<file path="src/rtl/mul_seq_ctrl.sv">
// rtl/mul_seq_ctrl.sv - control FSM for a W-bit shift-add multiplier
// Sequences load, conditional add and shift strobes; the datapath lives outside.
module mul_seq_ctrl #(
  parameter int W  = 8,
  parameter int CW = 4
) (
  input  logic          clk,
  input  logic          rst,
  input  logic          start,
  input  logic          abort,
  input  logic          q0,
  output logic          ld_m,
  output logic          ld_q,
  output logic          clr_a,
  output logic          ld_a,
  output logic          sh_r,
  output logic          busy,
  output logic          done,
  output logic [CW-1:0] cnt
);

  typedef enum logic [2:0] {
    S_IDLE  = 3'd0,
    S_LOAD  = 3'd1,
    S_CHECK = 3'd2,
    S_SHIFT = 3'd3,
    S_DONE  = 3'd4
  } state_t;

  localparam logic [CW-1:0] CNT_LAST = CW'(W - 1);

  state_t        state_q, state_d;
  logic [CW-1:0] cnt_q, cnt_d;

  always_ff @(posedge clk) begin
    if (rst) begin
      state_q <= S_IDLE;
      cnt_q   <= '0;
    end else begin
      state_q <= state_d;
      cnt_q   <= cnt_d;
    end
  end

  always_comb begin
    state_d = state_q;
    cnt_d   = cnt_q;
    ld_m    = 1'b0;
    ld_q    = 1'b0;
    clr_a   = 1'b0;
    ld_a    = 1'b0;
    sh_r    = 1'b0;
    done    = 1'b0;
    busy    = (state_q != S_IDLE);

    case (state_q)
      S_IDLE: begin
        if (start && !abort) begin
          state_d = S_LOAD;
          cnt_d   = '0;
        end
      end
      S_LOAD: begin
        ld_m    = 1'b1;
        ld_q    = 1'b1;
        clr_a   = 1'b1;
        cnt_d   = '0;
        state_d = S_CHECK;
      end
      S_CHECK: begin
        ld_a    = q0;
        state_d = S_SHIFT;
      end
      S_SHIFT: begin
        sh_r    = 1'b1;
        cnt_d   = cnt_q + 1'b1;
        state_d = (cnt_q == CNT_LAST) ? S_DONE : S_CHECK;
      end
      S_DONE: begin
        done    = 1'b1;
        state_d = S_IDLE;
      end
      default: begin
        state_d = S_IDLE;
        cnt_d   = '0;
      end
    endcase

    // Abort squashes this cycle's strobes so the datapath is left untouched.
    if (abort && state_q != S_IDLE) begin
      ld_m    = 1'b0;
      ld_q    = 1'b0;
      clr_a   = 1'b0;
      ld_a    = 1'b0;
      sh_r    = 1'b0;
      done    = 1'b0;
      state_d = S_IDLE;
      cnt_d   = '0;
    end
  end

  assign cnt = cnt_q;

endmodule

</file>
<file path="config.mk">
export PLATFORM = sky130hd
export DESIGN_NAME = mul_seq_ctrl
export DESIGN_NICKNAME = d
export VERILOG_FILES = /design/src/rtl/mul_seq_ctrl.sv
export SDC_FILE = /design/constraint.sdc
export NUM_CORES = 1
export LEC_CHECK = 0
export BUFFER_PORTS_ARGS = -buffer_cell sky130_fd_sc_hd__buf_2
export CORE_AREA = 10 10 47 49
export CTS_CLUSTER_DIAMETER = 40
export CTS_CLUSTER_SIZE = 20
export DETAILED_ROUTE_END_ITERATION = 10
export DIE_AREA = 0 0 57 59
export PLACE_DENSITY = 0.65
export RECOVER_POWER = 25
export REMOVE_ABC_BUFFERS = 1
export SKIP_CTS_REPAIR_TIMING = 1
export SYNTH_ARGS = -nofsm -noshare
export SYNTH_HDL_FRONTEND = slang
export SYNTH_SLANG_ARGS = --single-unit
</file>
<file path="constraint.sdc">
create_clock -name clk -period 1.7 [get_ports clk]
set_clock_uncertainty 0.1 [all_clocks]
set_input_delay 0.17 -clock clk [delete_from_list [all_inputs] [get_ports clk]]
set_output_delay 0.17 -clock clk [all_outputs]
set_load 0.02 [all_outputs]
</file>
-- After elaboration in Yosys (flattened, before gate mapping)
Cells that the tools add are included.
- register bits: 7
- bitwise gates (word level): 1
- reduce and logical (&&, ||, !) cells: 8
- mux-type cells: 13
- add/subtract/negate cells: 1
- equality and inequality tests: 6
- operators by type and width (operator ; count):
    3-bit case mux with 4 select lines ; 1
    4-bit case mux with 3 select lines ; 1
    1-bit two-way mux ; 8
    3-bit by 2-bit equality test with 1-bit output, second input constant ; 2
    3-bit two-way mux ; 2
    4-bit by 1-bit adder with 4-bit output, second input constant ; 1
    4-bit by 3-bit equality test with 1-bit output, second input constant ; 1
    4-bit two-way mux ; 1
    2-bit OR reduction ; 2
    3-bit by 1-bit equality test with 1-bit output, second input constant ; 1
    3-bit equality test, second input constant ; 1
    3-bit zero test ; 1
    3-bit nonzero test ; 1
    1-bit logical AND ; 2
    2-bit inequality test, second input constant ; 1
    2-bit AND reduction ; 1
    1-bit zero test ; 1
    1-bit inverter ; 1

-- Logic depth before layout (Yosys ltp)
Gate-level depths: netlist of run 1.
- depth in word-level cells: 4
- mapped depth: 4

-- Least setup slack after synthesis of run 1
Ideal clock, no wire load.
- path kind: register to output
- start: reg state_q[1]
- end: out ld_m
- cell stages (with the launch flop): 4
- data arrival time: 1696 ps
- slack: -266 ps
- buffers on the path: 2
- data required time: 1430 ps
- cells stage by stage: dfxtp_1 buf_6 nor4b_1 buf_4
- longest elaborated chain between the ends: 3
- elaborated cells between the ends (all ways): 5
- RTL lines (what ; RTL line ; text):
    from (decl) ; 32 ; state_t state_q, state_d;
    from (signal assigned) ; 40 ; state_q <= state_d;
    3-bit by 1-bit equality test with 1-bit output / 3-bit nonzero test (equally long branches) ; n/a ;
    1-bit two-way mux / 1-bit logical AND (equally long branches) ; n/a ;
    1-bit two-way mux * ; n/a ;
    to (decl) ; 12 ; output logic ld_m,
Mark *: on every way between the ends. The rest lies on a longest branch, timed or not.

-- Worst setup path in the final report of run 1
- start: reg state_q[0]
- end: out ld_m
- longest elaborated chain between the ends: 3
- elaborated cells between the ends (all ways): 5
- RTL lines (what ; RTL line ; text):
    3-bit by 1-bit equality test with 1-bit output / 3-bit nonzero test (equally long branches) ; 56, 90 ;
    1-bit two-way mux / 1-bit logical AND (equally long branches) ; 56, 90 ;
    1-bit two-way mux * ; 90 ; if (abort && state_q != S_IDLE) begin
Marks and branches as above.

==> flow_summary.html, run 1 <==
<table>
<tr><th>Metric</th><th>Value</th></tr>
<tr><th colspan="2">Run status</th></tr>
<tr><td>Outcome</td><td>completed</td></tr>
<tr><th colspan="2">Setup path</th></tr>
<tr><td>Data required, critical path</td><td>~1.4 ns</td></tr>
<tr><td>Crit end category</td><td>output pin</td></tr>
<tr><td>Startpoint type of the worst setup path</td><td>flip-flop</td></tr>
<tr><td>Category of the most critical setup path</td><td>flip-flop to output pin</td></tr>
<tr><td>Maximum net fanout on the critical path</td><td>10</td></tr>
<tr><td>Data arrival time of the critical path</td><td>1.29 ns</td></tr>
<tr><th colspan="2">Power</th></tr>
<tr><td>VDD IR-drop max</td><td>around 0.00042 V</td></tr>
<tr><td>Cell area power density</td><td>about 670 nW/um^2</td></tr>
<tr><td>LEAKAGE</td><td>between 0.2 and 0.25 nW</td></tr>
<tr><th colspan="2">Logic synthesis</th></tr>
<tr><td>Total standard cell area after synthesis</td><td>~500 um^2</td></tr>
<tr><td>Seq cells post-synth</td><td>7</td></tr>
<tr><td>Sequential area share after synthesis</td><td>between 20 and 30%</td></tr>
<tr><td>Post-synthesis average cell area</td><td>9.03 um^2</td></tr>
<tr><td>Number of warning messages in the yosys log</td><td>0</td></tr>
<tr><td>Synth cell types</td><td>29</td></tr>
<tr><td>Synth Instances</td><td>55</td></tr>
<tr><th colspan="2">Die</th></tr>
<tr><td>Floorplan Core Area</td><td>~1400 um^2</td></tr>
<tr><td>Die boundary width</td><td>between 50 and 60 um</td></tr>
<tr><td>Row cnt</td><td>14</td></tr>
<tr><td>I/O pin count</td><td>16</td></tr>
<tr><td>Area enclosed by the die boundary</td><td>3360 um^2</td></tr>
<tr><td>Height of the die</td><td>~59 um</td></tr>
<tr><td>Effective utilization at floorplan</td><td>roughly 35%</td></tr>
<tr><th colspan="2">Clock tree</th></tr>
<tr><td>Number of buffers inserted during clock tree synthesis</td><td>3</td></tr>
<tr><td>Number of buffers on the longest clock path</td><td>2</td></tr>
<tr><td>Clock tree root driver cell</td><td>sky130_fd_sc_hd__clkbuf_4</td></tr>
<tr><td>Sinks on the clock net</td><td>7</td></tr>
<tr><td>H-tree level count</td><td>1</td></tr>
<tr><td>TritonCTS clock tree</td><td>built</td></tr>
<tr><td>Clock latency on the worst-skew pair</td><td>between 0.2 and 0.3 ns</td></tr>
<tr><td>Clock slew seen by the registers of the worst setup and hold paths</td><td>~0.050 ns</td></tr>
<tr><th colspan="2">STA</th></tr>
<tr><td>Fmax</td><td>~640 MHz</td></tr>
<tr><td>Unrepaired setup endpoints after global routing</td><td>no</td></tr>
<tr><td>Final cycle utilization of the critical path</td><td>91.6%</td></tr>
<tr><td>Hold WS</td><td>~0.06 ns</td></tr>
<tr><td>Slew of the pin with the lowest slew margin</td><td>roughly 0.42 ns</td></tr>
<tr><td>Sum of negative setup slack</td><td>0 ns</td></tr>
<tr><td>Total count of max-transition violations in the final report</td><td>0</td></tr>
<tr><td>Max-Slew Margin vs Limit</td><td>a little under three quarters</td></tr>
<tr><td>Hold Violations, Final</td><td>0</td></tr>
<tr><td>Setup violations, final</td><td>0</td></tr>
<tr><td>Time the worst path needs with I/O delays and setup</td><td>about 1.6 ns</td></tr>
<tr><th colspan="2">GRT</th></tr>
<tr><td>Global Route Usage Sum</td><td>under 10%</td></tr>
<tr><td>Vias in the first global route</td><td>between 400 and 500</td></tr>
<tr><td>Total overflow reported by the global router</td><td>0</td></tr>
<tr><td>Pin count of the biggest net entering global routing</td><td>14</td></tr>
<tr><td>Number of antenna violations at the first check in global routing</td><td>0</td></tr>
<tr><td>First-pass GRT wire length</td><td>around 1800 um</td></tr>
<tr><th colspan="2">Routing</th></tr>
<tr><td>Wirelength per Cell</td><td>~13 um</td></tr>
<tr><td>Count of TritonRoute iterations in the first routing pass</td><td>4</td></tr>
<tr><td>Routed vias</td><td>~450</td></tr>
<tr><td>DRC</td><td>0</td></tr>
<tr><td>Ratio of routed vias to standard cells</td><td>approximately 5.4</td></tr>
<tr><td>Wirelength, routed</td><td>approximately 1100 um</td></tr>
<tr><td>DR iter-0 viols</td><td>27</td></tr>
<tr><td>Count of nets left with antenna violations after detail routing</td><td>0</td></tr>
<tr><th colspan="2">Layout</th></tr>
<tr><td>Non-filler instance count after layout</td><td>84</td></tr>
<tr><td>Signed area change from the synthesized netlist to the final layout</td><td>14.4%</td></tr>
<tr><td>Net count of the finished layout</td><td>75</td></tr>
<tr><td>Number of antenna diodes</td><td>0</td></tr>
<tr><td>Ratio of cells with drive above 1 in the final layout</td><td>33.8%</td></tr>
<tr><th colspan="2">Placed design</th></tr>
<tr><td>Buffers added on ports</td><td>15</td></tr>
<tr><td>Number of cells in the design after placement</td><td>80</td></tr>
<tr><td>Detail Placement HPWL</td><td>approximately 900 um</td></tr>
<tr><td>Routability congestion estimate from global placement</td><td>0.763</td></tr>
<tr><th colspan="2">Job</th></tr>
<tr><td>Reported max-cap violation count</td><td>0</td></tr>
<tr><th colspan="2">Min path</th></tr>
<tr><td>Tightest Hold Check Type</td><td>input pin to flip-flop</td></tr>
</table>
## critical path: stages (launching register included)
cell	delay (ns)
sky130_fd_sc_hd__dfxtp_1	0.50
sky130_fd_sc_hd__nor4b_2	0.31
sky130_fd_sc_hd__buf_2	0.22
## layout by cell type (no fill, tap or decap), types with 2 or more instances in the layout
cell                       count
sky130_fd_sc_hd__nand2_1       4
sky130_fd_sc_hd__buf_2        11
sky130_fd_sc_hd__dfxtp_1       5
sky130_fd_sc_hd__clkbuf_1      5
sky130_fd_sc_hd__nor4_1        2
sky130_fd_sc_hd__a21oi_1       2
sky130_fd_sc_hd__nor2_1        3
sky130_fd_sc_hd__nor4b_2       4
sky130_fd_sc_hd__o21ai_1       2
sky130_fd_sc_hd__clkbuf_4      3
sky130_fd_sc_hd__nor3_1        7
sky130_fd_sc_hd__nand2b_1      2
sky130_fd_sc_hd__dfxtp_2       2
## final timing paths
check / to / slack (ns) / depth (start not counted) / from
max reg2reg: cnt[3] / 0.25 / 3 / state_q[2]
min: cnt[0] / 0.06 / 2 / rst
max: ld_m / 0.14 / 2 / state_q[0]
min reg2reg: state_q[2] / 0.44 / 1 / cnt[3]
## per-stage QoR
stage	cell area (um^2)	util, %	power (W)	setup WS [ns]
after global routing	568	40.5	0.000405	0.0249
after detailed placement	538	38.4	0.000237	0.175
final	568	40.5	0.000382	0.142
after global placement	538	38.4	0.000236	0.212
after floorplan	443	-	0.000214	-0.975
after CTS	564	40.3	0.000390	-0.0233
## final cells by class
class,instances,area [um^2]
well taps,16,20.0
multi-input cells,41,305
repair buffers,15,70.1
flip-flops and latches,7,143
clock buffers,4,26.3
fillers,154,833
inverters,1,3.75
## flip-flops by register name, summed over array words and instances (netlist names)
| name | count |
|---|---|
| cnt | 4 |
| state_q | 3 |
## cell families after synthesis
| logic type | after synthesis | share of synthesized area, % |
|---|---|---|
| fa+ha+maj | 1 | 2.52 |
| compound gates | 10 | 13.6 |
| buf+inv | 7 | 11.6 |
| simple gates | 30 | 44.1 |
| flops | 7 | 28.2 |
## cell usage after synthesis (all sizes together)
master  count  area, um^2
nor3        7        35.0
ha          1        12.5
nor4        2        12.5
nor2        3        11.3
nand2       4        15.0
dfxtp       7         140
nor4b       5        77.6
buf         6        53.8
nor3b       1        12.5
o21ai       3        15.0
inv         1        3.75
or4b        1        10.0
nand4b      1        8.76
a21o        1        7.51
a311oi      1        8.76
a211oi      2        20.0
nand2b      2        12.5
nor2b       1        6.26
nand3       1        5.00
a21oi       2        10.0
or3         1        6.26
a31oi       1        6.26
nand4       1        6.26
## routing by layer
| metal | track usage, % | vias up | share of wire, % | wire [um] |
|---|---|---|---|---|
| li1 | - | 234 | - | - |
| met1 | 7.53 | 197 | 47 | 524 |
| met5 | 0 | - | 0 | 0 |
| met4 | 6.04 | 0 | 3.3 | 37 |
| met2 | 10.1 | 16 | 42 | 466 |
| met3 | 3.00 | 5 | 8.0 | 89 |
## power by group
group,internal (W),total [W],switching (W)
sequential,0.000169,0.000177,0.00000826
combinational,0.0000222,0.0000560,0.0000339
clock,0.0000894,0.000149,0.0000593
(Power assumes the default switching activity.)
==> inputs of run 2 (changes only) <==
==> constraint.sdc (replaced) <==
create_clock -name clk -period 1.7 [get_ports clk]
set_clock_uncertainty 0.1 [all_clocks]
set_input_delay 0.17 -clock clk [delete_from_list [all_inputs] [get_ports clk]]
set_output_delay 0.17 -clock clk [all_outputs]
set_load 0.1 [all_outputs]
==> flow_summary.html, run 2 (synthesized netlist as in run 1, its figures left out) <==
<table>
<tr><th>Metric</th><th>Value</th></tr>
<tr><th colspan="2">Job</th></tr>
<tr><td>Reported max-cap violation count</td><td>0 (unchanged)</td></tr>
<tr><th colspan="2">Clock tree</th></tr>
<tr><td>Clock latency on the worst-skew pair</td><td>0.25 ns (about the same)</td></tr>
<tr><td>Number of buffers on the longest clock path</td><td>2 (unchanged)</td></tr>
<tr><td>Sinks on the clock net</td><td>7 (unchanged)</td></tr>
<tr><td>H-tree level count</td><td>1 (unchanged)</td></tr>
<tr><td>Clock tree root driver cell</td><td>sky130_fd_sc_hd__clkbuf_4 (unchanged)</td></tr>
<tr><td>Number of buffers inserted during clock tree synthesis</td><td>3 (unchanged)</td></tr>
<tr><td>Clock slew seen by the registers of the worst setup and hold paths</td><td>0.05 ns (about the same)</td></tr>
<tr><td>TritonCTS clock tree</td><td>built (unchanged)</td></tr>
<tr><th colspan="2">Layout</th></tr>
<tr><td>Net count of the finished layout</td><td>78 (was 75)</td></tr>
<tr><td>Ratio of cells with drive above 1 in the final layout</td><td>43.7% (was 33.8%)</td></tr>
<tr><td>Number of flip-flops under the largest register name</td><td>4 (unchanged)</td></tr>
<tr><td>Signed area change from the synthesized netlist to the final layout</td><td>43.6% (was 14.4%)</td></tr>
<tr><td>Number of antenna diodes</td><td>0 (unchanged)</td></tr>
<tr><td>Non-filler instance count after layout</td><td>87 (was 84)</td></tr>
<tr><td>Leading cell types in the layout, fill and taps excluded</td><td>sky130_fd_sc_hd__nor3_1, sky130_fd_sc_hd__buf_2, sky130_fd_sc_hd__buf_12 (was sky130_fd_sc_hd__buf_2, sky130_fd_sc_hd__nor3_1, sky130_fd_sc_hd__clkbuf_1, sky130_fd_sc_hd__dfxtp_1)</td></tr>
<tr><th colspan="2">Placed design</th></tr>
<tr><td>Routability congestion estimate from global placement</td><td>0.794 (was 0.763)</td></tr>
<tr><td>Worst slack, placed</td><td>0.158 ns (was 0.175 ns)</td></tr>
<tr><td>Buffers added on ports</td><td>15 (unchanged)</td></tr>
<tr><td>Number of cells in the design after placement</td><td>83 (was 80)</td></tr>
<tr><td>Detail Placement HPWL</td><td>865 um (was 889 um)</td></tr>
<tr><th colspan="2">Setup path</th></tr>
<tr><td>Startpoint type of the worst setup path</td><td>flip-flop (unchanged)</td></tr>
<tr><td>Category of the most critical setup path</td><td>flip-flop to output pin (unchanged)</td></tr>
<tr><td>Data required, critical path</td><td>1.43 ns (about the same)</td></tr>
<tr><td>Number of cells on the critical path</td><td>3 (was 2)</td></tr>
<tr><td>Data arrival time of the critical path</td><td>1.33 ns (was 1.29 ns)</td></tr>
<tr><td>Reg-to-reg endpoint</td><td>cnt[3] (unchanged)</td></tr>
<tr><td>Reg2reg path depth</td><td>3 (unchanged)</td></tr>
<tr><td>Stage delay of the slowest cell on the critical path</td><td>0.47 ns (was 0.50 ns)</td></tr>
<tr><td>Critical-path cell list</td><td>nor4b_4, buf_4, buf_12 (was nor4b_2, buf_2)</td></tr>
<tr><td>CP startpoint</td><td>state_q[2] (was state_q[0])</td></tr>
<tr><td>Slowest cell on the critical path</td><td>sky130_fd_sc_hd__dfxtp_2 (was sky130_fd_sc_hd__dfxtp_1)</td></tr>
<tr><td>Critical path buffers and inverters</td><td>2 (was 1)</td></tr>
<tr><td>Crit path to</td><td>done (was ld_m)</td></tr>
<tr><td>Startpoint of the worst register-to-register path</td><td>state_q[2] (unchanged)</td></tr>
<tr><td>Register-to-register path setup slack</td><td>0.25 ns (about the same)</td></tr>
<tr><td>Maximum net fanout on the critical path</td><td>12 (was 10)</td></tr>
<tr><td>Crit end category</td><td>output pin (unchanged)</td></tr>
<tr><td>Cell family contributing the most delay on the critical path</td><td>flip-flops (unchanged)</td></tr>
<tr><th colspan="2">STA</th></tr>
<tr><td>Max-Slew Margin vs Limit</td><td>63.7% (was 71.9%)</td></tr>
<tr><td>Final cycle utilization of the critical path</td><td>94.3% (was 91.6%)</td></tr>
<tr><td>Worst Slack Setup Final</td><td>0.0966 ns (was 0.142 ns)</td></tr>
<tr><td>Slew of the pin with the lowest slew margin</td><td>0.547 ns (was 0.420 ns)</td></tr>
<tr><td>Time the worst path needs with I/O delays and setup</td><td>1.60 ns (was 1.56 ns)</td></tr>
<tr><td>Fmax</td><td>624 MHz (was 642 MHz)</td></tr>
<tr><td>Hold Violations, Final</td><td>0 (unchanged)</td></tr>
<tr><td>Unrepaired setup endpoints after global routing</td><td>no (unchanged)</td></tr>
<tr><td>Total count of max-transition violations in the final report</td><td>0 (unchanged)</td></tr>
<tr><td>Setup violations, final</td><td>0 (unchanged)</td></tr>
<tr><th colspan="2">GRT</th></tr>
<tr><td>Global Route Usage Sum</td><td>7.35% (was 6.93%)</td></tr>
<tr><td>Number of antenna violations at the first check in global routing</td><td>0 (unchanged)</td></tr>
<tr><td>Total overflow reported by the global router</td><td>0 (unchanged)</td></tr>
<tr><td>Pin count of the biggest net entering global routing</td><td>14 (unchanged)</td></tr>
<tr><td>First-pass GRT wire length</td><td>2010 um (was 1840 um)</td></tr>
<tr><td>Vias in the first global route</td><td>444 (was 412)</td></tr>
<tr><th colspan="2">Min path</th></tr>
<tr><td>Tightest Hold Check Type</td><td>input pin to flip-flop (unchanged)</td></tr>
<tr><th colspan="2">Routing</th></tr>
<tr><td>Wirelength, routed</td><td>1140 um (was 1120 um)</td></tr>
<tr><td>Count of TritonRoute iterations in the first routing pass</td><td>4 (unchanged)</td></tr>
<tr><td>DR iter-0 viols</td><td>8 (was 27)</td></tr>
<tr><td>Count of nets left with antenna violations after detail routing</td><td>0 (unchanged)</td></tr>
<tr><td>DRC</td><td>0 (unchanged)</td></tr>
<tr><td>Ratio of routed vias to standard cells</td><td>5.41 (was 5.38)</td></tr>
<tr><td>Wirelength per Cell</td><td>13.1 um (was 13.3 um)</td></tr>
<tr><td>Routed vias</td><td>471 (was 452)</td></tr>
<tr><th colspan="2">Power</th></tr>
<tr><td>Total net switching power</td><td>0.000147 W (was 0.000101 W)</td></tr>
<tr><td>Cell area power density</td><td>617 nW/um^2 (was 672 nW/um^2)</td></tr>
<tr><td>VDD IR-drop max</td><td>0.000391 V (was 0.000422 V)</td></tr>
<tr><td>Share of total power in combinational logic</td><td>25.0% (was 14.7%)</td></tr>
<tr><td>Design internal power</td><td>0.000293 W (was 0.000280 W)</td></tr>
<tr><td>Switching share of power</td><td>33.5% (was 26.6%)</td></tr>
<tr><td>Clock network power share</td><td>35.0% (was 39.0%)</td></tr>
<tr><td>LEAKAGE</td><td>0.272 nW (was 0.219 nW)</td></tr>
<tr><td>Reg power frac</td><td>40.0% (was 46.3%)</td></tr>
<tr><th colspan="2">Die</th></tr>
<tr><td>Floorplan Core Area</td><td>1400 um^2 (unchanged)</td></tr>
<tr><td>I/O pin count</td><td>16 (unchanged)</td></tr>
<tr><td>Area enclosed by the die boundary</td><td>3360 um^2 (unchanged)</td></tr>
<tr><td>Row cnt</td><td>14 (unchanged)</td></tr>
<tr><td>Die boundary width</td><td>57 um (unchanged)</td></tr>
<tr><td>Height of the die</td><td>59 um (unchanged)</td></tr>
<tr><td>Effective utilization at floorplan</td><td>35.4% (unchanged)</td></tr>
<tr><th colspan="2">Run status</th></tr>
<tr><td>Outcome</td><td>completed (unchanged)</td></tr>
</table>
==> run 2: changes by cell type in the layout (fill, tap and decap cells not counted) <==
| cell | previous run | this run |
|---|---|---|
| sky130_fd_sc_hd__nor4b_4 | 1 | 2 |
| sky130_fd_sc_hd__nor4b_2 | 4 | 3 |
| sky130_fd_sc_hd__buf_12 | 0 | 7 |
| sky130_fd_sc_hd__clkbuf_1 | 5 | 1 |
| sky130_fd_sc_hd__dfxtp_4 | 0 | 1 |
| sky130_fd_sc_hd__buf_4 | 0 | 3 |
| sky130_fd_sc_hd__clkbuf_2 | 0 | 1 |
| sky130_fd_sc_hd__dfxtp_1 | 5 | 4 |
| sky130_fd_sc_hd__buf_2 | 11 | 7 |
==> run 2: layout make-up <==
cell class | instances | area (um^2)
fillers | 135 | 688
well taps | 16 | 20.0
multi-input cells | 41 | 314
repair buffers | 18 | 203
clock buffers | 4 | 26.3
flip-flops and latches | 7 | 146
inverters | 1 | 3.75
==> run 2: metal layers <==
layer | vias to the layer above | routed length (um) | GRT usage (%)
met5 | - | 0 | 0
met4 | 0 | 0 | 1.01
met3 | 0 | 137 | 5.79
met2 | 17 | 568 | 11.6
met1 | 217 | 437 | 7.73
li1 | 237 | - | -
==> run 2: worst register-to-register path, stage by stage, from the launching register on <==
cell                      delay [ns]
sky130_fd_sc_hd__dfxtp_2        0.39
sky130_fd_sc_hd__or4b_1         0.59
sky130_fd_sc_hd__a21oi_1        0.19
sky130_fd_sc_hd__nor4b_2        0.07
==> run 2: how the worst min path moves through the flow <==
stage          slack (ns)  cells past startpoint  start     end
2_1_floorplan        0.14                      1    rst  cnt[0]
3_3_place_gp         0.33                      2    rst  cnt[2]
3_5_place_dp         0.32                      2    rst  cnt[2]
4_1_cts              0.05                      2    rst  cnt[2]
5_1_grt              0.06                      2    rst  cnt[0]
6_report             0.06                      2    rst  cnt[2]
==> run 2: stage by stage <==
step	power (W)	instance area, um^2	setup TNS, ns	util [%]	hold slack, ns
6_report	0.000440	713	0	50.9	0.0577
2_1_floorplan	0.000252	443	-33.84	-	0.141
3_5_place_dp	0.000289	666	0	47.5	0.322
4_1_cts	0.000448	692	-0.300	49.4	0.0485
5_1_grt	0.000462	713	0	50.9	0.0637
3_3_place_gp	0.000289	666	0	47.5	0.325
==> run 2: power by group through the flow <==
stage / clock [W] / combinational [W] / sequential, W
floorplan: 0 / 0.0000558 / 0.000196
global placement: 0 / 0.000109 / 0.000180
detailed placement: 0 / 0.000110 / 0.000180
CTS: 0.000162 / 0.000110 / 0.000176
global route: 0.000168 / 0.000117 / 0.000177
finish: 0.000154 / 0.000110 / 0.000176
==> inputs of run 3 (changes only) <==
--- a/config.mk
+++ b/config.mk
@@ -5,13 +5,14 @@
 export SDC_FILE = /design/constraint.sdc
 export NUM_CORES = 1
 export LEC_CHECK = 0
+export ABC_AREA = 1
 export BUFFER_PORTS_ARGS = -buffer_cell sky130_fd_sc_hd__buf_2
 export CORE_AREA = 10 10 47 49
 export CTS_CLUSTER_DIAMETER = 40
 export CTS_CLUSTER_SIZE = 20
 export DETAILED_ROUTE_END_ITERATION = 10
 export DIE_AREA = 0 0 57 59
-export PLACE_DENSITY = 0.65
+export PLACE_DENSITY = 0.59
 export RECOVER_POWER = 25
 export REMOVE_ABC_BUFFERS = 1
 export SKIP_CTS_REPAIR_TIMING = 1
==> flow_summary.html, run 3 <==
<table>
<tr><th>Metric</th><th>Value</th></tr>
<tr><th colspan="2">STA</th></tr>
<tr><td>Setup violations, final</td><td>0 (unchanged)</td></tr>
<tr><td>Final cycle utilization of the critical path</td><td>93.4% (was 94.3%)</td></tr>
<tr><td>Fmax</td><td>630 MHz (was 624 MHz)</td></tr>
<tr><td>Slew of the pin with the lowest slew margin</td><td>0.493 ns (was 0.547 ns)</td></tr>
<tr><td>Max-Slew Margin vs Limit</td><td>67.4% (was 63.7%)</td></tr>
<tr><td>Worst Slack Setup Final</td><td>0.112 ns (was 0.0966 ns)</td></tr>
<tr><td>Hold Violations, Final</td><td>0 (unchanged)</td></tr>
<tr><td>Total count of max-transition violations in the final report</td><td>0 (unchanged)</td></tr>
<tr><td>Sum of negative setup slack</td><td>0 ns (unchanged)</td></tr>
<tr><td>Unrepaired setup endpoints after global routing</td><td>no (unchanged)</td></tr>
<tr><td>Time the worst path needs with I/O delays and setup</td><td>1.59 ns (was 1.60 ns)</td></tr>
<tr><td>Hold WS</td><td>0.0927 ns (was 0.0577 ns)</td></tr>
<tr><th colspan="2">Logic synthesis</th></tr>
<tr><td>Synth Instances</td><td>55 (unchanged)</td></tr>
<tr><td>Mux share of post-synthesis cell area</td><td>0% (unchanged)</td></tr>
<tr><td>Xor/xnor share of the synthesized area</td><td>2.05% (was 0%)</td></tr>
<tr><td>Post-synthesis share of cell area spent on and, or, nand and nor gates</td><td>41.3% (was 44.1%)</td></tr>
<tr><td>Synth cell types</td><td>18 (was 29)</td></tr>
<tr><td>Fraction of the mapped netlist area in compound gates</td><td>12.0% (was 13.6%)</td></tr>
<tr><td>Sequential area share after synthesis</td><td>32.8% (was 28.2%)</td></tr>
<tr><td>Biggest area consumer among synthesized cells</td><td>sky130_fd_sc_hd__dfxtp_1 (unchanged)</td></tr>
<tr><td>Largest cells by area after synthesis</td><td>sky130_fd_sc_hd__dfxtp_1, sky130_fd_sc_hd__nand2_1, sky130_fd_sc_hd__a21oi_2 (was sky130_fd_sc_hd__dfxtp_1, sky130_fd_sc_hd__nor4b_2, sky130_fd_sc_hd__nor3_1)</td></tr>
<tr><td>Most used standard cells in the synthesized netlist</td><td>sky130_fd_sc_hd__nand2_1, sky130_fd_sc_hd__dfxtp_1, sky130_fd_sc_hd__nor2_1 (was sky130_fd_sc_hd__dfxtp_1, sky130_fd_sc_hd__nor3_1, sky130_fd_sc_hd__nand2_1)</td></tr>
<tr><td>Most common cell in the synthesized netlist</td><td>sky130_fd_sc_hd__nand2_1</td></tr>
<tr><td>Area fraction of the dominant cell type after synthesis</td><td>32.8% (was 28.2%)</td></tr>
<tr><td>Adder-cell area share of the yosys netlist</td><td>2.93% (was 2.52%)</td></tr>
<tr><td>Main combinational cell family by area after synthesis</td><td>simple AND/OR/NAND/NOR gates (unchanged)</td></tr>
<tr><td>Number of warning messages in the yosys log</td><td>0 (unchanged)</td></tr>
<tr><td>Seq cells post-synth</td><td>7 (unchanged)</td></tr>
<tr><td>Total standard cell area after synthesis</td><td>427 um^2 (was 497 um^2)</td></tr>
<tr><td>Prevailing post-synth register cell</td><td>sky130_fd_sc_hd__dfxtp_1 (unchanged)</td></tr>
<tr><td>Post-synthesis average cell area</td><td>7.76 um^2 (was 9.03 um^2)</td></tr>
<tr><td>Proportion of synthesized flip-flops having asynchronous set or reset</td><td>0% (unchanged)</td></tr>
<tr><td>Count of flip-flops with a built-in enable after synthesis</td><td>0 (unchanged)</td></tr>
<tr><th colspan="2">GRT</th></tr>
<tr><td>Total overflow reported by the global router</td><td>0 (unchanged)</td></tr>
<tr><td>First-pass GRT wire length</td><td>1780 um (was 2010 um)</td></tr>
<tr><td>Vias in the first global route</td><td>426 (was 444)</td></tr>
<tr><td>Pin count of the biggest net entering global routing</td><td>7 (was 14)</td></tr>
<tr><td>Global Route Usage Sum</td><td>6.57% (was 7.35%)</td></tr>
<tr><td>Number of antenna violations at the first check in global routing</td><td>0 (unchanged)</td></tr>
<tr><th colspan="2">Power</th></tr>
<tr><td>Share of total power in combinational logic</td><td>40.4% (was 25.0%)</td></tr>
<tr><td>Design internal power</td><td>0.000322 W (was 0.000293 W)</td></tr>
<tr><td>Total net switching power</td><td>0.000236 W (was 0.000147 W)</td></tr>
<tr><td>LEAKAGE</td><td>0.283 nW (was 0.272 nW)</td></tr>
<tr><td>Clock network power share</td><td>26.6% (was 35.0%)</td></tr>
<tr><td>Reg power frac</td><td>33.0% (was 40.0%)</td></tr>
<tr><td>VDD IR-drop max</td><td>0.000407 V (was 0.000391 V)</td></tr>
<tr><td>Cell area power density</td><td>921 nW/um^2 (was 617 nW/um^2)</td></tr>
<tr><td>Overall power after layout</td><td>0.000558 W (was 0.000440 W)</td></tr>
<tr><td>Switching share of power</td><td>42.4% (was 33.5%)</td></tr>
<tr><th colspan="2">Setup path</th></tr>
<tr><td>Crit end category</td><td>output pin (unchanged)</td></tr>
<tr><td>Data arrival time of the critical path</td><td>1.32 ns (was 1.33 ns)</td></tr>
<tr><td>Maximum net fanout on the critical path</td><td>5 (was 12)</td></tr>
<tr><td>Category of the most critical setup path</td><td>flip-flop to output pin (unchanged)</td></tr>
<tr><td>Startpoint type of the worst setup path</td><td>flip-flop (unchanged)</td></tr>
<tr><td>Data required, critical path</td><td>1.43 ns (about the same)</td></tr>
<tr><th colspan="2">Clock tree</th></tr>
<tr><td>Clock latency on the worst-skew pair</td><td>0.25 ns (about the same)</td></tr>
<tr><td>Number of buffers inserted during clock tree synthesis</td><td>3 (unchanged)</td></tr>
<tr><td>Sinks on the clock net</td><td>7 (unchanged)</td></tr>
<tr><td>TritonCTS clock tree</td><td>built (unchanged)</td></tr>
<tr><td>H-tree level count</td><td>1 (unchanged)</td></tr>
<tr><td>Clock slew seen by the registers of the worst setup and hold paths</td><td>0.05 ns (about the same)</td></tr>
<tr><td>Number of buffers on the longest clock path</td><td>2 (unchanged)</td></tr>
<tr><td>Clock tree root driver cell</td><td>sky130_fd_sc_hd__clkbuf_4 (unchanged)</td></tr>
<tr><th colspan="2">Layout</th></tr>
<tr><td>Number of flip-flops under the largest register name</td><td>4 (unchanged)</td></tr>
<tr><td>Leading cell types in the layout, fill and taps excluded</td><td>sky130_fd_sc_hd__nand2_1, sky130_fd_sc_hd__buf_2, sky130_fd_sc_hd__dfxtp_1 (was sky130_fd_sc_hd__nor3_1, sky130_fd_sc_hd__buf_2, sky130_fd_sc_hd__buf_12)</td></tr>
<tr><td>Area of the multi-input gates</td><td>238 um^2 (was 314 um^2)</td></tr>
<tr><td>Most frequent standard cell in the layout excluding fill and tap cells</td><td>sky130_fd_sc_hd__nand2_1</td></tr>
<tr><td>Ratio of cells with drive above 1 in the final layout</td><td>43.8% (was 43.7%)</td></tr>
<tr><td>Filler Cells Inserted</td><td>156 (was 135)</td></tr>
<tr><td>Storage cell area</td><td>141 um^2 (was 146 um^2)</td></tr>
<tr><td>Share of the core filled with cells</td><td>43.2% (was 50.9%)</td></tr>
<tr><td>Signed area change from the synthesized netlist to the final layout</td><td>41.9% (was 43.6%)</td></tr>
<tr><td>Net count of the finished layout</td><td>80 (was 78)</td></tr>
<tr><td>Number of antenna diodes</td><td>0 (unchanged)</td></tr>
<tr><th colspan="2">Routing</th></tr>
<tr><td>Length of routed met3 wiring</td><td>80 um (was 137 um)</td></tr>
<tr><td>Count of nets left with antenna violations after detail routing</td><td>0 (unchanged)</td></tr>
<tr><td>Wirelength per Cell</td><td>11.5 um (was 13.1 um)</td></tr>
<tr><td>Ratio of routed vias to standard cells</td><td>4.60 (was 5.41)</td></tr>
<tr><td>DR iter-0 viols</td><td>5 (was 8)</td></tr>
<tr><td>Top routing layer used</td><td>met3 (unchanged)</td></tr>
<tr><td>Wirelength, routed</td><td>1030 um (was 1140 um)</td></tr>
<tr><td>DRC</td><td>0 (unchanged)</td></tr>
<tr><td>Routed vias</td><td>409 (was 471)</td></tr>
<tr><td>Total met2 wirelength after detailed routing</td><td>441 um (was 568 um)</td></tr>
<tr><td>Count of TritonRoute iterations in the first routing pass</td><td>3 (was 4)</td></tr>
<tr><td>Detailed-routing wirelength on met1</td><td>504 um (was 437 um)</td></tr>
<tr><th colspan="2">Run status</th></tr>
<tr><td>Outcome</td><td>completed (unchanged)</td></tr>
<tr><th colspan="2">Placed design</th></tr>
<tr><td>Routability congestion estimate from global placement</td><td>0.747 (was 0.794)</td></tr>
<tr><td>Detail Placement HPWL</td><td>842 um (was 865 um)</td></tr>
<tr><td>Worst slack, placed</td><td>0.332 ns (was 0.158 ns)</td></tr>
<tr><td>Buffers added on ports</td><td>15 (unchanged)</td></tr>
<tr><th colspan="2">Die</th></tr>
<tr><td>Die boundary width</td><td>57 um (unchanged)</td></tr>
<tr><td>Area enclosed by the die boundary</td><td>3360 um^2 (unchanged)</td></tr>
<tr><td>Floorplan Core Area</td><td>1400 um^2 (unchanged)</td></tr>
<tr><td>I/O pin count</td><td>16 (unchanged)</td></tr>
<tr><td>Row cnt</td><td>14 (unchanged)</td></tr>
<tr><td>Effective utilization at floorplan</td><td>30.4% (was 35.4%)</td></tr>
<tr><td>Height of the die</td><td>59 um (unchanged)</td></tr>
<tr><th colspan="2">Job</th></tr>
<tr><td>Reported max-cap violation count</td><td>0 (unchanged)</td></tr>
<tr><th colspan="2">Min path</th></tr>
<tr><td>Tightest Hold Check Type</td><td>input pin to flip-flop (unchanged)</td></tr>
</table>
run 3: kinds of logic after synthesis:
logic type      after synthesis
compound gates                5
xor+xnor                      1
fa+ha+maj                     1
buf+inv                       8
flops                         7
simple gates                 33
run 3: area by class of cell:
cell class                 count  share of cell area, %
multi-input combinational     40                   39.3
timing repair buffer          16                   26.0
sequential                     7                   23.3
clock buffer                   4                   4.34
inverter                       6                   3.72
tap                           16                   3.31
run 3: metrics by stage:
| stage | area (um^2) | cells |
|---|---|---|
| finish | 606 | 89 |
| global route | 606 | 89 |
| CTS | 616 | 89 |
| detailed placement | 589 | 85 |
| global placement | 589 | 85 |
| floorplan | 412 | 53 |
run 3: path summary, 6_finish.rpt:
kind / startpoint / endpoint / slack, ns / cells past startpoint
worst max-delay path: state_q[0] / ld_a / 0.11 / 4
worst min-delay path: rst / state_q[1] / 0.09 / 4
worst max register to register: state_q[0] / cnt[0] / 0.39 / 5
worst min register to register: state_q[0] / state_q[0] / 0.40 / 1
run 3: power groups by stage:
stage	Sequential (W)	Combinational (W)	Clock, W
floorplan	0.000191	0.000170	0
global placement	0.000187	0.000236	0
detailed placement	0.000188	0.000236	0
CTS	0.000184	0.000237	0.000155
global route	0.000185	0.000238	0.000171
finish	0.000184	0.000225	0.000148
run 3: worst max-delay path, stage by stage (launching register included):
cell and delay (ns):
sky130_fd_sc_hd__dfxtp_1 0.36, sky130_fd_sc_hd__nor2_1 0.11, sky130_fd_sc_hd__nand2_1 0.09, sky130_fd_sc_hd__nor2_1 0.09, sky130_fd_sc_hd__buf_2 0.43
run 3: routing by layer:
layer,vias to the layer above,global-route usage [%]
li1,213,-
met1,181,7.26
met2,15,10.1
met3,0,3.00
met4,0,4.03
met5,-,0
